--- config.mk ---
export PLATFORM = sky130hd
export DESIGN_NAME = tile_plot
export DESIGN_NICKNAME = d
export VERILOG_FILES = /design/src/rtl/tile_plot_pkg.sv /design/src/rtl/cmd_fifo.sv /design/src/rtl/tile_plot.sv
export SDC_FILE = /design/constraint.sdc
export NUM_CORES = 1
export LEC_CHECK = 0
export BUFFER_PORTS_ARGS = -buffer_cell sky130_fd_sc_hd__buf_2
export CAP_MARGIN = 20
export CORE_UTILIZATION = 50
export CTS_CLUSTER_SIZE = 10
export DETAILED_ROUTE_END_ITERATION = 8
export PLACE_DENSITY_LB_ADDON = 0.08
export SETUP_SLACK_MARGIN = 0.4
export SYNTH_ARGS = -nofsm -noshare
export SYNTH_HDL_FRONTEND = slang
export SYNTH_SLANG_ARGS = --single-unit
--- constraint.sdc ---
create_clock -name clk -period 4.86 [get_ports clk]
set_input_delay 1.458 -clock clk [delete_from_list [all_inputs] [get_ports clk]]
set_output_delay 1.458 -clock clk [all_outputs]
set_load 0.01 [all_outputs]
--- src/rtl/tile_plot_pkg.sv ---
// Shared types and constants for the tile plotter.
//   mode_e  : command modes (TILE, OUTLINE, CLEAR, reserved)
//   state_e : pixel engine states
//   cmd_t   : queued command record {mode, x, y, colour}
package tile_plot_pkg;
  localparam int VGA_XW = 8;
  localparam int VGA_YW = 7;
  // Coordinates are stored at a fixed width so the struct is parameter-free;
  // the top zero-extends its COORD_W inputs into it (COORD_W <= 8).
  localparam int CMD_CW = 8;

  typedef enum logic [1:0] {
    MODE_TILE    = 2'd0,
    MODE_OUTLINE = 2'd1,
    MODE_CLEAR   = 2'd2,
    MODE_RSVD    = 2'd3
  } mode_e;

  typedef enum logic {
    S_IDLE = 1'b0,
    S_DRAW = 1'b1
  } state_e;

  typedef struct packed {
    mode_e             mode;
    logic [CMD_CW-1:0] x;
    logic [CMD_CW-1:0] y;
    logic [2:0]        colour;
  } cmd_t;
endpackage

--- src/rtl/cmd_fifo.sv ---
// Synchronous FIFO with full/empty flags and occupancy count.
//   push/din  : write when not full (or when popping in the same cycle)
//   pop/dout  : dout is the current head; pop discards it
//   full/empty/count : status from registered occupancy
module cmd_fifo #(
  parameter int WIDTH = 8,
  parameter int DEPTH = 4
) (
  input  logic                     clk,
  input  logic                     rst_n,
  input  logic                     push,
  input  logic [WIDTH-1:0]         din,
  input  logic                     pop,
  output logic [WIDTH-1:0]         dout,
  output logic                     full,
  output logic                     empty,
  output logic [$clog2(DEPTH):0]   count
);
  localparam int AW = $clog2(DEPTH);

  logic [WIDTH-1:0] mem [DEPTH];
  logic [AW-1:0]    wp, rp;
  logic             do_push, do_pop;

  assign full    = count == (AW+1)'(DEPTH);
  assign empty   = count == '0;
  assign dout    = mem[rp];
  assign do_pop  = pop && !empty;
  assign do_push = push && (!full || do_pop);

  always_ff @(posedge clk) begin
    if (do_push) mem[wp] <= din;
  end

  always_ff @(posedge clk or negedge rst_n) begin
    if (!rst_n) begin
      wp    <= '0;
      rp    <= '0;
      count <= '0;
    end else begin
      if (do_push) wp <= wp + 1'b1;
      if (do_pop)  rp <= rp + 1'b1;
      count <= count + (AW+1)'(do_push) - (AW+1)'(do_pop);
    end
  end
endmodule

--- src/rtl/tile_plot.sv ---
// Game-grid plotter: queues cell drawing commands and streams one pixel per
// clock to the VGA adapter's plot port.
//   cmd_*      : valid/ready command input {mode, x, y, colour}
//   busy       : work queued or being drawn
//   cmd_err    : one-cycle pulse for a discarded (invalid) command
//   vga_*      : registered pixel write strobe, coordinates and colour
module tile_plot import tile_plot_pkg::*; #(
  parameter int TILE       = 6,
  parameter int GRID_W     = 16,
  parameter int GRID_H     = 16,
  parameter int COORD_W    = 4,
  parameter int X_OFF      = 32,
  parameter int Y_OFF      = 12,
  parameter int FIFO_DEPTH = 4
) (
  input  logic               clk,
  input  logic               rst_n,
  input  logic               cmd_valid,
  output logic               cmd_ready,
  input  logic [1:0]         cmd_mode,
  input  logic [COORD_W-1:0] cmd_x,
  input  logic [COORD_W-1:0] cmd_y,
  input  logic [2:0]         cmd_colour,
  output logic               busy,
  output logic               cmd_err,
  output logic               vga_plot,
  output logic [VGA_XW-1:0]  vga_x,
  output logic [VGA_YW-1:0]  vga_y,
  output logic [2:0]         vga_colour
);
  cmd_t push_cmd, head;
  logic push, pop, full, empty;
  logic [$clog2(FIFO_DEPTH):0] fifo_cnt;

  assign cmd_ready = !full;
  assign push      = cmd_valid && !full;

  always_comb begin
    push_cmd        = '0;
    push_cmd.mode   = mode_e'(cmd_mode);
    push_cmd.x      = CMD_CW'(cmd_x);
    push_cmd.y      = CMD_CW'(cmd_y);
    push_cmd.colour = cmd_colour;
  end

  cmd_fifo #(.WIDTH($bits(cmd_t)), .DEPTH(FIFO_DEPTH)) u_fifo (
    .clk(clk), .rst_n(rst_n),
    .push(push), .din(push_cmd),
    .pop(pop), .dout(head),
    .full(full), .empty(empty), .count(fifo_cnt)
  );

  state_e     state, state_n;
  mode_e      cur_mode;
  logic [2:0] cur_col;
  logic [8:0] bx, by;          // pixel origin of the current scan
  logic [7:0] i, j, li, lj;    // scan counters and their last values
  logic       head_ok, load, err_n, err_pend, last_pix, plot_now;
  logic [8:0] ld_bx, ld_by;
  logic [7:0] ld_li, ld_lj;

  // CLEAR ignores the cell coordinates, so only the mode can reject it.
  assign head_ok = (head.mode == MODE_CLEAR) ||
                   ((head.mode != MODE_RSVD) &&
                    ({1'b0, head.x} < 9'(GRID_W)) &&
                    ({1'b0, head.y} < 9'(GRID_H)));

  assign last_pix = (i == li) && (j == lj);
  assign plot_now = (cur_mode != MODE_OUTLINE) ||
                    (i == 8'd0) || (j == 8'd0) || (i == li) || (j == lj);

  always_comb begin
    if (head.mode == MODE_CLEAR) begin
      ld_bx = 9'(X_OFF);
      ld_by = 9'(Y_OFF);
      ld_li = 8'(GRID_W*TILE-1);
      ld_lj = 8'(GRID_H*TILE-1);
    end else begin
      ld_bx = 9'(X_OFF) + 9'(head.x) * 9'(TILE);
      ld_by = 9'(Y_OFF) + 9'(head.y) * 9'(TILE);
      ld_li = 8'(TILE-1);
      ld_lj = 8'(TILE-1);
    end
  end

  always_comb begin
    state_n = state;
    pop     = 1'b0;
    load    = 1'b0;
    err_n   = 1'b0;
    case (state)
      S_IDLE: if (!empty) begin
        pop = 1'b1;
        if (head_ok) begin
          load    = 1'b1;
          state_n = S_DRAW;
        end else begin
          err_n = 1'b1;
        end
      end
      S_DRAW: if (last_pix) begin
        // Chain straight into the next queued command with no idle cycle.
        if (!empty) begin
          pop = 1'b1;
          if (head_ok) begin
            load = 1'b1;
          end else begin
            err_n   = 1'b1;
            state_n = S_IDLE;
          end
        end else begin
          state_n = S_IDLE;
        end
      end
      default: state_n = S_IDLE;
    endcase
  end

  always_ff @(posedge clk or negedge rst_n) begin
    if (!rst_n) state <= S_IDLE;
    else        state <= state_n;
  end

  always_ff @(posedge clk or negedge rst_n) begin
    if (!rst_n) begin
      cur_mode   <= MODE_TILE;
      cur_col    <= '0;
      bx         <= '0;
      by         <= '0;
      i          <= '0;
      j          <= '0;
      li         <= '0;
      lj         <= '0;
      err_pend   <= 1'b0;
      cmd_err    <= 1'b0;
      busy       <= 1'b0;
      vga_plot   <= 1'b0;
      vga_x      <= '0;
      vga_y      <= '0;
      vga_colour <= '0;
    end else begin
      // Error pulse lines up with where a first pixel would have appeared.
      err_pend <= err_n;
      cmd_err  <= err_pend;
      // Registered view of the pipeline, so busy covers the final pixel.
      busy     <= push || (fifo_cnt != '0) || (state == S_DRAW);

      if (state == S_DRAW) begin
        vga_plot <= plot_now;
        if (plot_now) begin
          vga_x      <= VGA_XW'(bx + {1'b0, i});
          vga_y      <= VGA_YW'(by + {1'b0, j});
          vga_colour <= cur_col;
        end
        // y runs fastest, then x.
        if (!last_pix) begin
          if (j == lj) begin
            j <= '0;
            i <= i + 8'd1;
          end else begin
            j <= j + 8'd1;
          end
        end
      end else begin
        vga_plot <= 1'b0;
      end

      if (load) begin
        cur_mode <= head.mode;
        cur_col  <= head.colour;
        bx       <= ld_bx;
        by       <= ld_by;
        li       <= ld_li;
        lj       <= ld_lj;
        i        <= '0;
        j        <= '0;
      end
    end
  end
endmodule

# == Yosys cells after proc, flatten, opt, wreduce, memory -nomap -nowiden ==
# Memories as Yosys holds them, arrays and structs flattened.
# Cells that the tools add are included.
# totals
regBits,74
ramBits,52
output_inout_bits,22
word_cells,93
mem_count,1
# classes
n_addsub,10
multipliers,2
magnitude_cmp,2
eq_ne,7
n_mux,27
bitwise,1
n_reduce_logical,25
# memory_table
name,depth,word_bits,read_ports,rd_clocked_by_memory_dff,write_ports,line,text
u_fifo.mem,4,13,1,0,1,cmd_fifo.sv:21,logic [WIDTH-1:0] mem [DEPTH];
# ops
operator,n
8-bit two-way mux,9
"8-bit by 1-bit adder with 8-bit output, second input constant",2
8-bit equality test,2
8-bit zero test,2
"8-bit by 5-bit less-than comparator with 1-bit output, second input constant",2
7-bit two-way mux,2
1-bit two-way mux,12
"6-bit by 8-bit adder with 8-bit output, first input constant",1
8-bit adder,1
1-bit logical OR,8
"8-bit by 2-bit multiplier with 6-bit output, second input constant",1
"8-bit by 2-bit multiplier with 7-bit output, second input constant",1
1-bit case mux with 2 select lines,4
"4-bit by 7-bit adder with 7-bit output, first input constant",1
7-bit adder,1
1-bit logical AND,6
"2-bit by 1-bit adder with 2-bit output, second input constant",2
"2-bit inequality test, second input constant",2
2-bit AND reduction,2
2-bit nonzero test,2
3-bit by 1-bit adder with 3-bit output,1
"3-bit equality test, second input constant",1
3-bit zero test,1
3-bit AND reduction,1
other kinds (6),7

# == Longest topological paths before layout ==
# An unclocked memory read counts as a cell.
# logic_depth
ltp_word,11
mapped_depth,11
depth_no_buf,10

# == By module ==
# From an unflattened synthesis, not the netlist that was laid out.
# unflattened
cells_unflattened,516
area_unflattened_um2,6946.7
# by_module_without_submodules
mod,instances,cells_each,area_each_um2
tile_plot,1,371,3485.8
cmd_fifo,1,145,3460.8

# == Least setup slack after synthesis ==
# Ideal clock, no wire load.
# synth_path
path_kind,register to register
from,reg u_fifo.rp[0]
to,reg by[6]
setup_time_ps,69
arrival_time_ps,3640
t_required_ps,4791
path_slack_ps,1151
path_stages_with_launch,12
period_less_slack_ps,3709
cell_sequence,dfrtp_1 buf_4 buf_1 mux4_2 ha_1 inv_1 fa_1 ha_1 or4_1 and3_2 or4_1 nand3_1
# synth_via
elab_chain_len,9
elab_cells_between_ends,15
# synth_lines
element,line,text
start: declaration,cmd_fifo.sv:22,"logic [AW-1:0] wp, rp;"
start signal: assignment,cmd_fifo.sv:42,if (do_pop) rp <= rp + 1'b1;
memory read 4 x 13 bit *,-,
"parallel branches: the longest is 8 deep, another holds 8-bit by 2-bit multiplier with 6-bit output",-,
end signal: assignment,tile_plot.sv:172,by <= ld_by;
end: declaration,tile_plot.sv:56,"logic [8:0] bx, by;"
# Every way passes the cells marked *.
# A chain may end at the register's enable or synchronous reset.

# == Final worst setup path ==
# Same ends and word-level chain as after synthesis.

==> flow_metrics.py <==
metrics = {
    "timing": {
        "grt_setup_unrepaired": "no",
        "finalCritPeriodShare": 0.748,
        "finalSetupViolations": 0,
        "hold_violations": 0,
        "tns_ns": 0,
        "post-route-min-period_ns": 3.64,
        "tightest_slew_ns": 0.898,
        "slew_violations": 0,
        "fmax_ghz": 0.275,
        "clock-skew-final_ns": 0.00581,
        "worst_slew_margin_rel": 0.399,
        "layout_setup_ws_ns": 1.22,
    },
    "grt": {
        "track_usage": 0.193,
        "grt_pass1_vias": 3413,
        "antenna_found_initial": 0,
        "overflow": 0,
        "grt_max_degree": 41,
        "grt_first_pass_wirelength_um": 16600,
    },
    "yosys": {
        "ys_warn_count": 0,
        "avgSynthCellArea_sq_um": 12.8,
        "synth.top_cell.area_share": 0.296,
        "synth_cell_types": 58,
        "yosysTopAreaCell": "dfrtp_1",
        "synth_edf_count": 52,
        "async_flop_share": 0.559,
        "syn_nets": 488,
        "syn_inst": 435,
        "synth-main-ff-cell": "dfrtp_1",
        "synth_area_leaders": "dfrtp_1, edfxtp_1, ha_1",
        "ys_ff_latch": 118,
        "synth-seq-area-share": 0.576,
        "synth_area_sq_mm": 0.00558,
    },
    "clock_tree": {
        "clockRootBuffer": "clkbuf_8",
        "clock_sinks": 118,
        "postCtsHoldBufs": 0,
        "htree_levels": 4,
        "cts_buffers": 17,
        "post_cts_buffers": 0,
        "cts_repair_resize_count": 0,
        "cts.path.max_buffers": 2,
        "clkTransAtPathRegs_ns": 0.06,
        "cts_tree": "yes",
        "clk_latency_ns": 0.52,
    },
    "die": {
        "core_sq_mm": 0.0108,
        "die_area_sq_mm": 0.0116,
        "die_y_um": 108,
        "io_pins": 38,
        "initial_utilization": 0.515,
        "num_rows": 38,
        "die_w_um": 108,
    },
    "critical_path": {
        "slowest_stage": "dfrtp_1",
        "slowest_delay_ns": 0.73,
        "cp-end-kind": "flop",
        "cp.arrival_ns": 4.08,
        "crit_top_cell": "or4_1",
        "cp.required_ns": 5.31,
        "worstSetupPathType": "flop to flop",
        "cp_max_fo": 11,
        "cp-start-kind": "flop",
        "rrSetupSlack_ns": 1.22,
        "path_cells": "buf_4 -> mux4_2 -> inv_1 -> fa_1 -> ha_1 -> or4_1 -> and3_2 -> or4_1 -> nand3_1",
    },
    "placed_design": {
        "gp_congestion": 0.826,
        "dpl_cell_area_sq_mm": 0.00591,
        "dp_slack_ns": 1.19,
        "dp_hpwl_um": 6810,
        "io_buffer_count": 37,
        "placed_cells": 604,
    },
    "pwr": {
        "p_sw_frac": 0.342,
        "p_leak_nw": 2.76,
        "internal-power_w": 0.00270,
        "combPwrFrac": 0.340,
        "power_switching_w": 0.00141,
        "pwr-share-seq": 0.369,
        "p_clk_frac": 0.290,
        "powerDensity_mw_per_mm2": 633,
        "irDropWorstVdd_mv": 0.270,
    },
    "detailed_routing": {
        "wire_per_inst_um": 15.7,
        "drt_iter0_drc": 178,
        "vias_per_cell": 5.38,
        "ant_nets": 0,
        "drt-total-wl_um": 9980,
        "drcViolationCount": 0,
        "drt_pre_antenna_iters": 6,
        "vias": 3419,
    },
    "layout": {
        "drive_gt1_frac": 0.202,
        "design_area_sq_mm": 0.00648,
        "layoutNonFillerInstCount": 636,
        "syn2layout_area_growth_pct": 16.2,
        "layout.nets": 536,
        "final.fill_count": 873,
        "diodes": 0,
    },
    "job": {
        "cap_violations": 0,
    },
    "worst_hold_path": {
        "hold_class": "flop to flop",
    },
    "status": {
        "status": "finished, final reports clean",
    },
}
## metal layers
layer  track usage  wire length (um)
met5             0                 0
met4        0.0988               205
met3        0.0418               253
met2         0.301              4720
met1         0.254              4800
## state kept, by name, indices dropped and copies added (netlist names), 3 cells and up
name,count
bx,7
by,6
cur_col,3
i,8
j,8
u_fifo.count,3
u_fifo.mem,52
vga_colour,3
vga_x,8
vga_y,7
## through the flow
stage          total power, W   util  hold slack (ns)
2_1_floorplan         0.00256      -            0.331
3_3_place_gp          0.00291  0.545            0.348
3_5_place_dp          0.00294  0.545            0.350
4_1_cts               0.00415  0.598            0.364
5_1_grt               0.00440  0.598            0.365
6_report              0.00410  0.598            0.357
## area by class of cell
cell class	instances	area, sq um	share of cell area
clock inverter	15	158	0.0243
multi-input combinational	275	2200	0.339
tap	140	175	0.0270
clock buffer	17	414	0.0639
inverter	31	116	0.0180
timing repair buffer	40	208	0.0320
sequential	118	3210	0.496
## Yosys cell counts, types with 2 or more instances
master,number
nand2_1,40
or4_1,2
o21bai_1,3
nand2b_1,2
mux2_2,6
or3_1,7
and2_0,2
nand4_1,4
o21ai_1,2
o41ai_1,3
clkbuf_1,7
o31ai_1,2
and3_2,2
edfxtp_1,52
o211ai_1,4
xor2_1,8
nor3_1,7
a21o_1,9
ha_1,32
and3_1,5
nor2_1,19
a22o_1,10
nand3_1,6
mux4_2,13
xnor2_1,14
fa_1,5
a32oi_1,2
inv_1,31
a21oi_1,14
o21ai_0,29
dfrtp_1,66
## worst max-delay path, delay by kind of cell (launching register included)
kind	cells	cell delay (ns)
fa+ha+maj	2	0.69
flops	1	0.73
simple gates	4	1.19
mux	1	0.55
buf+inv	2	0.41
## cell families after synthesis
logic type / Yosys count / synth area share
flip-flops: 118 / 0.576
AND/OR/NAND/NOR: 107 / 0.0947
AO/OA/AOI/OAI: 90 / 0.110
buffers and inverters: 42 / 0.0305
adder cells (fa/ha/maj): 37 / 0.0897
XOR/XNOR: 22 / 0.0345
multiplexers: 19 / 0.0646
## power by group through the flow
stage	Combinational, W	Sequential (W)	Clock, W
6_report	0.00140	0.00152	0.00119
2_1_floorplan	0.00107	0.00149	0
3_3_place_gp	0.00138	0.00153	0
3_5_place_dp	0.00141	0.00154	0
5_1_grt	0.00159	0.00156	0.00125
4_1_cts	0.00142	0.00152	0.00121
## layout by cell type (no fill, tap or decap), types with 4 or more instances in the layout
cell type,netlist,routed
dfrtp_1,66,66
edfxtp_1,52,52
nand2_1,40,40
buf_2,1,37
ha_1,32,32
inv_1,31,31
o21ai_0,29,29
nor2_1,19,19
clkbuf_16,0,16
a21oi_1,14,14
xnor2_1,14,14
mux4_2,13,13
a22o_1,10,10
a21o_1,9,9
xor2_1,8,8
nor3_1,7,7
or3_1,7,7
nand3_1,6,6
mux2_2,6,6
clkinv_4,0,6
and3_1,5,5
fa_1,5,5
o211ai_1,4,4
nand4_1,4,4
## path summary, 6_finish.rpt
path,from,end,cells after the start
worst max-delay path,u_fifo.rp[0],by[6],9
worst min-delay path,err_pend,cmd_err,0
worst max register to register,u_fifo.rp[0],by[6],9
worst min register to register,err_pend,cmd_err,0
max in group asynchronous,rst_n,err_pend,2
min in group asynchronous,rst_n,vga_x[5],1
Power figures use the tool's default switching activity.
